===== config.mk =====
export PLATFORM = sky130hd
export DESIGN_NAME = uc_sequencer
export DESIGN_NICKNAME = d
export VERILOG_FILES = /design/src/rtl/uc_sequencer.sv
export SDC_FILE = /design/constraint.sdc
export NUM_CORES = 1
export LEC_CHECK = 0
export CORE_MARGIN = 1.5
export CORE_UTILIZATION = 50
export CTS_CLUSTER_DIAMETER = 60
export DETAILED_ROUTE_END_ITERATION = 10
export PLACE_DENSITY = 0.81
export SLEW_MARGIN = 20
export SYNTH_ARGS = -nofsm -noshare
export SYNTH_HDL_FRONTEND = slang
export SYNTH_SLANG_ARGS = --single-unit
export TNS_END_PERCENT = 5

===== constraint.sdc =====
create_clock -name clk -period 2.8 [get_ports clk]
set_input_delay 0.56 -clock clk [delete_from_list [all_inputs] [get_ports clk]]
set_output_delay 0.56 -clock clk [all_outputs]
set_load 0.02 [all_outputs]

===== src/rtl/uc_sequencer.sv =====
// Two-cycle (DECODE/EXEC) control sequencer for the microc datapath, with halt on the JR +0 idiom.
// Optional build macro UC_ICOUNT_EN adds a 16-bit retired-instruction counter output, icount.
module uc_sequencer #(
    parameter bit HALT_ON_SELFJUMP = 1'b1,
    parameter bit ILLEGAL_HALT     = 1'b0
) (
    input  logic        clk,
    input  logic        reset,
    input  logic        start,
    input  logic [15:0] instr,
    input  logic        zero,
    input  logic        carry,
    output logic        pc_en,
    output logic        s_inc,
    output logic        s_skip,
    output logic        s_inm,
    output logic        we,
    output logic [2:0]  ALUOp,
    output logic        busy,
    output logic        halted,
`ifdef UC_ICOUNT_EN
    output logic [15:0] icount,
`endif
    output logic        illegal
);

    typedef enum logic [1:0] {IDLE, DECODE, EXEC, HALT} state_t;

    typedef struct packed {
        logic       we;
        logic       inm;
        logic       inc;
        logic [2:0] alu_op;
        logic       sk_ne;
        logic       sk_eq;
        logic       sk_c;
    } ctl_t;

    function automatic logic is_legal(input logic [5:0] op);
        casez (op)
            6'b00????, 6'b100???, 6'b1111??: is_legal = 1'b1;
            default:                         is_legal = 1'b0;
        endcase
    endfunction

    // Illegal opcodes fall through to the NOP default (inc=1, nothing written).
    function automatic ctl_t decode(input logic [5:0] op);
        ctl_t c;
        c     = '0;
        c.inc = 1'b1;
        casez (op)
            6'b00????: begin c.we = 1'b1; c.inm = 1'b1; end
            6'b100???: begin c.we = 1'b1; c.alu_op = op[2:0]; end
            6'b111100: begin c.alu_op = 3'b011; c.sk_ne = 1'b1; end
            6'b111101: begin c.alu_op = 3'b011; c.sk_eq = 1'b1; end
            6'b111110: begin c.alu_op = 3'b010; c.sk_c  = 1'b1; end
            6'b111111: c.inc = 1'b0;
            default:   ;
        endcase
        return c;
    endfunction

    state_t      state;
    logic [15:0] ir;
    logic        skip_ne, skip_eq, skip_c;
    ctl_t        dc;
    logic        halt_now;

    assign dc = decode(instr[15:10]);

    // The halting decision is made from the latched word, not the live ROM output.
    assign halt_now = (HALT_ON_SELFJUMP && (&ir[15:10]) && (ir[9:0] == 10'd0)) ||
                      (ILLEGAL_HALT && !is_legal(ir[15:10]));

    // Flags are consumed live during EXEC; only the selection is registered.
    assign s_skip = (skip_ne & ~zero) | (skip_eq & zero) | (skip_c & carry);

    // NOTE: every register here is updated with <= so all flops sample the same pre-edge values.
    always_ff @(posedge clk) begin
        if (reset) begin
            state   <= IDLE;
            ir      <= '0;
            pc_en   <= 1'b0;
            we      <= 1'b0;
            s_inm   <= 1'b0;
            s_inc   <= 1'b0;
            ALUOp   <= 3'b000;
            skip_ne <= 1'b0;
            skip_eq <= 1'b0;
            skip_c  <= 1'b0;
            busy    <= 1'b0;
            halted  <= 1'b0;
            illegal <= 1'b0;
`ifdef UC_ICOUNT_EN
            icount  <= '0;
`endif
        end else begin
            case (state)
                IDLE: begin
                    if (start) begin
                        state <= DECODE;
                        busy  <= 1'b1;
                    end
                end
                DECODE: begin
                    ir      <= instr;
                    state   <= EXEC;
                    pc_en   <= 1'b1;
                    we      <= dc.we;
                    s_inm   <= dc.inm;
                    s_inc   <= dc.inc;
                    ALUOp   <= dc.alu_op;
                    skip_ne <= dc.sk_ne;
                    skip_eq <= dc.sk_eq;
                    skip_c  <= dc.sk_c;
                end
                EXEC: begin
                    pc_en   <= 1'b0;
                    we      <= 1'b0;
                    s_inm   <= 1'b0;
                    s_inc   <= 1'b0;
                    ALUOp   <= 3'b000;
                    skip_ne <= 1'b0;
                    skip_eq <= 1'b0;
                    skip_c  <= 1'b0;
                    illegal <= illegal | ~is_legal(ir[15:10]);
`ifdef UC_ICOUNT_EN
                    icount  <= icount + 16'd1;
`endif
                    if (halt_now) begin
                        state  <= HALT;
                        busy   <= 1'b0;
                        halted <= 1'b1;
                    end else begin
                        state  <= DECODE;
                    end
                end
                default: ;
            endcase
        end
    end

endmodule


Yosys cells after proc, flatten, opt, wreduce, memory -nomap -nowiden
Index checks and enable logic that the tools add are counted.
{"block": "totals", "regBits": 31, "wordCells": 71, "input_bits": 21, "out_inout_bits": 11}
{"block": "classes", "n_eq_ne": 11, "n_bitwise": 8, "n_reduce_logical": 15, "n_mux": 24}
{"operator": "== test 6 bit (second input constant)", "count": 4}
{"operator": "one-hot mux 1 bit (2 select lines)", "count": 8}
{"operator": "two-way mux 1 bit", "count": 11}
{"operator": "logical NOT 10 bit", "count": 1}
{"operator": "one-hot mux 3 bit (3 select lines)", "count": 1}
{"operator": "== test 3 bit (second input constant)", "count": 2}
{"operator": "logical NOT 2 bit", "count": 3}
{"operator": "one-hot mux 2 bit (3 select lines)", "count": 1}
{"operator": "one-hot mux 3 bit (2 select lines)", "count": 1}
{"operator": "AND reduction 6 bit", "count": 1}
{"operator": "== test 4 bit (second input constant)", "count": 1}
{"operator": "two-way mux 2 bit", "count": 2}
{"operator": "!= test 2 bit (second input constant)", "count": 2}
{"operator": "AND reduction 2 bit", "count": 2}
{"operator": "nonzero test 2 bit", "count": 2}
{"operator": "OR reduction 2 bit", "count": 2}
{"operator": "AND 1 bit", "count": 3}
{"operator": "bitwise OR 1 bit", "count": 3}
{"operator": "AND reduction 3 bit", "count": 1}
{"operator": "nonzero test 3 bit", "count": 1}
{"operator": "OR reduction 3 bit", "count": 1}
{"operator": "== test 2 x 1 -> 1 bit (second input constant)", "count": 1}
{"operator": "== test 2 bit (second input constant)", "count": 1}
{"operator": "NOT 1 bit", "count": 2}
{"operator": "logical AND 1 bit", "count": 1}

Logic depth before layout (Yosys ltp)
{"block": "logic_depth", "ltp_word": 7, "mapped_depth": 7, "ltp_nobuf": 6}

Worst setup path after synthesis
No wires, ideal clock.
{"block": "synth_path", "path_type": "input to output", "start": "input zero", "end": "output s_skip", "path_slack_ps": 1266, "stages": 1, "t_arrival_ps": 974, "path_buffers": 0, "required_time_ps": 2240, "path_cell_list": "a221o_1"}
{"block": "synth_between", "elab_chain_cells": 4, "elab_cells_between_ends": 5, "classes_between": "bitwise (5)"}
{"item": "start, declared", "line_no": "11", "rtl": "input logic zero,"}
{"item": "NOT 1 bit", "line_no": "76", "rtl": "assign s_skip = (skip_ne & ~zero) | (skip_eq & zero) | (skip_c & carry);"}
{"item": "AND 1 bit", "line_no": "76"}
{"item": "bitwise OR 1 bit * (2 in a row)", "line_no": "76"}
{"item": "end, declared", "line_no": "15", "rtl": "output logic s_skip,"}
Mark *: on every way between the ends. The rest lies on a longest branch, timed or not.

Worst setup path in the final report
Same ends and word-level chain as after synthesis.

==> impl_summary.md <==
Timing
The portion of the clock cycle consumed by the worst path in the final layout is 0.878. The post-route setup TNS is 0 ns. Derived from the worst setup path, the maximum achievable clock frequency is 0.407 GHz. Setup repair after global routing left no endpoint under its margin. The number of pins exceeding their max-slew limit in the final report was 0.

Hold is met by 0.458 ns. The final-report setup violation count is 0. At the pin with the least slew margin, the transition time is 0.545 ns. The worst clock skew is 0.0139 ns.

The smallest clock period supported by the final layout is computed as 2.46 ns. The worst-case headroom to the max-slew limit is 0.636. The number of hold violations in the final report is 0.

Finish
The layout has 196 filler cells. In the final design database the tool counted 199 nets. In the layout the commonest cells are 31 x dfxtp_1, 31 x clkdlybuf4s50_1, 27 x nor2_1. The antenna diode instance count is 0. Compared with the post-synthesis result, the final layout area differs by 32.2%. In the final layout, the share of cells above drive strength 1 is 0.0914.

Power and ir drop
VDD sags by at most 576 uV. The analysis attributes to net switching a power of 0.262 mW. The portion of total power attributed to sequential cells is 0.470.

The leakage power is 0.663 nW. The power per standard cell area is 604 mW/mm2. The clock group share of total power is 0.347. The cell internal power dissipation is 0.776 mW. The share of total power dissipated in combinational logic is 0.182. The final total power is 1.04 mW. Of the total power, the share spent switching nets is 0.253.

Floorplanning
For this design the top-level I/O count stands at 32. The die height is 54.0 um. The die covers 0.00291 mm2. The die is 54.0 um wide. The region available for standard cell placement spans 0.00248 mm2.

The row count is 18. The initial utilization of the core area, before any placement, comes to 0.525.

Outcome
The run finished with clean final reports.

CTS
After clock tree synthesis, the repair step resized 0 gates. The number of sinks driven by the clock tree is 31. The root buffer cell is clkbuf_4. The TritonCTS clock tree is built.

Buffers inserted during clock tree synthesis total 5. For the worst-skew pair, the clock arrives at the later sink with an insertion delay of 0.32 ns. In this run, post-CTS hold repair placed 0 buffers. The register clock-pin slew on the reported worst setup and hold paths is 0.10 ns. The clock passes through at most 2 buffers.

The H-tree generated during clock tree synthesis spans 2 levels. In this run the post-CTS setup repair buffer count came out at 0.

Hold path
The min-delay analysis places its worst path in the category reg2reg.

Routing
The detailed-route wire length is 2.74 mm. The DRC violation total after the first TritonRoute iteration is 26. Once detail routing completed, the nets flagged for antenna violations numbered 0. The via count is 1112.

Dividing the detail-routed wire length by the instance count gives 13.4 um. The post-detailed-route via-to-cell ratio is 5.42. The number of detailed-route iterations in the first pass is 4. In the routed design, unresolved DRC markers number 0.

Setup path
Along the worst path, the maximum fanout reaches 2. The startpoint class of the critical path is a primary input. The kind of end point of the critical path is an output port.

The critical path goes through clkdlybuf4s50_1 -> nor2b_1 -> a221o_1 -> clkdlybuf4s50_1. The kind of critical path is in2out. The cell family contributing the most delay on the critical path is buffers and inverters. For the worst setup path, the data required time is 2.24 ns. The slowest cell on the critical path is clkdlybuf4s50_1. The cell that appears most often on the critical path is clkdlybuf4s50_1. Together, buffers and inverters on the worst path number 2. For the worst setup path, the data arrival time is 1.90 ns. The largest stage delay on the critical path is 0.54 ns.

Synth
The average cell area after synthesis is 9.22 um2. After synthesis the cells add up to 0.00130 mm2. The count of distinct cell types in the synthesized netlist is 29. Counting every net in the synthesized netlist gives 166.

Yosys printed 0 warnings. The register area share after synthesis is 0.477. After technology mapping, the gate count stands at 141. Synthesis inferred 31 register bits.

Global routing
The overall track demand over capacity in global routing is 0.214. The wire length of the first global-routing pass is 4.44 mm. The number of global-route vias before repair came to 1011. After global routing the overflow that remains totals 0.

The initial antenna violation count was 0. The largest net degree at the start of global routing is 19.

Flow run
The max-capacitance violation count is 0.

Placement
Once detailed placement completed, the half-perimeter wirelength came to 2.00 mm. The quantity of I/O buffers inserted on ports is 31. The final weighted congestion in routability-driven placement is 0.847.
[kinds of logic (layout without fill, tap and decap cells)]
logic type / after synthesis / after routing / share of synthesized area
buffers and inverters: 13 / 47 / 0.0404
AND/OR/NAND/NOR: 57 / 57 / 0.215
AO/OA/AOI/OAI: 20 / 20 / 0.106
adder cells (fa/ha/maj): 4 / 4 / 0.0385
multiplexers: 16 / 16 / 0.123
flip-flops: 31 / 31 / 0.477
[cell usage after synthesis (all sizes together)]
cell type	instances	area, um2
mux2i	16	160
or3	2	12.5
ha	4	50.1
o31a	1	8.76
inv	6	22.5
o41ai	1	8.76
nor3	3	15.0
or2	2	12.5
nand4b	2	17.5
a221oi	1	8.76
nor4	4	25.0
buf	3	15.0
a21oi	8	40.0
nor2	27	101
o221a	1	11.3
dfxtp	31	621
or4	1	11.3
a22oi	2	15.0
a221o	1	10.0
a21o	1	7.51
nand2	9	33.8
clkbuf	4	15.0
nand4	3	25.0
nand2b	2	12.5
nor2b	2	12.5
a2111oi	1	8.76
a31oi	3	18.8
[power by group through the flow]
stage | combinational (mW) | sequential, mW | clock [mW]
5_1_grt | 0.209 | 0.493 | 0.386
4_1_cts | 0.190 | 0.489 | 0.367
6_report | 0.189 | 0.489 | 0.361
3_5_place_dp | 0.188 | 0.499 | 0
2_1_floorplan | 0.106 | 0.506 | 0
3_3_place_gp | 0.182 | 0.497 | 0
[worst reg2reg max path: stages (launching register included)]
cell and delay [ns]:
dfxtp_1 0.39, inv_1 0.08, ha_1 0.32, nand2b_1 0.23
nor3_1 0.37, nand2b_1 0.15, a21oi_1 0.14
[sequential cells by signal (all words and copies together), names as in the netlist]
signal	cells
ALUOp	3
busy	1
halted	1
illegal	1
ir	16
pc_en	1
s_inc	1
s_inm	1
skip_c	1
skip_eq	1
skip_ne	1
state	2
we	1
[stage by stage]
stage	std cells	worst slack [ns]	util	instance area (um2)
final	205	0.341	0.694	1720
after global routing	205	0.266	0.694	1720
after CTS	205	0.341	0.694	1720
after detailed placement	197	0.342	0.659	1630
after global placement	197	0.375	0.659	1630
after floorplan	141	1.27	-	1300
[final cells by class]
| cell class | count | area [um2] | area share |
|---|---|---|---|
| multi-input cells | 97 | 627 | 0.365 |
| flip-flops and latches | 31 | 621 | 0.361 |
| repair buffers | 33 | 325 | 0.189 |
| clock buffers | 6 | 51.3 | 0.0298 |
| well taps | 30 | 37.5 | 0.0218 |
| clock inverters | 2 | 35.0 | 0.0204 |
| inverters | 6 | 22.5 | 0.0131 |
[final timing paths]
check	cells after the start	to	from	slack [ns]
hold / removal	2	halted	halted	0.46
hold reg to reg	2	halted	halted	0.46
setup / recovery	4	s_skip	zero	0.34
setup reg to reg	6	skip_ne	state[0]	1.04
[per-layer routing]
metal | up-vias | GRT usage | share of wire | wire length, um
met5 | - | 0 | 0 | 0
met4 | 0 | 0.0875 | 0.014 | 38
met3 | 6 | 0.0583 | 0.038 | 103
met2 | 20 | 0.337 | 0.50 | 1370
met1 | 523 | 0.276 | 0.45 | 1230
li1 | 563 | - | - | -
Note: power is estimated with default switching activity, not from simulation.
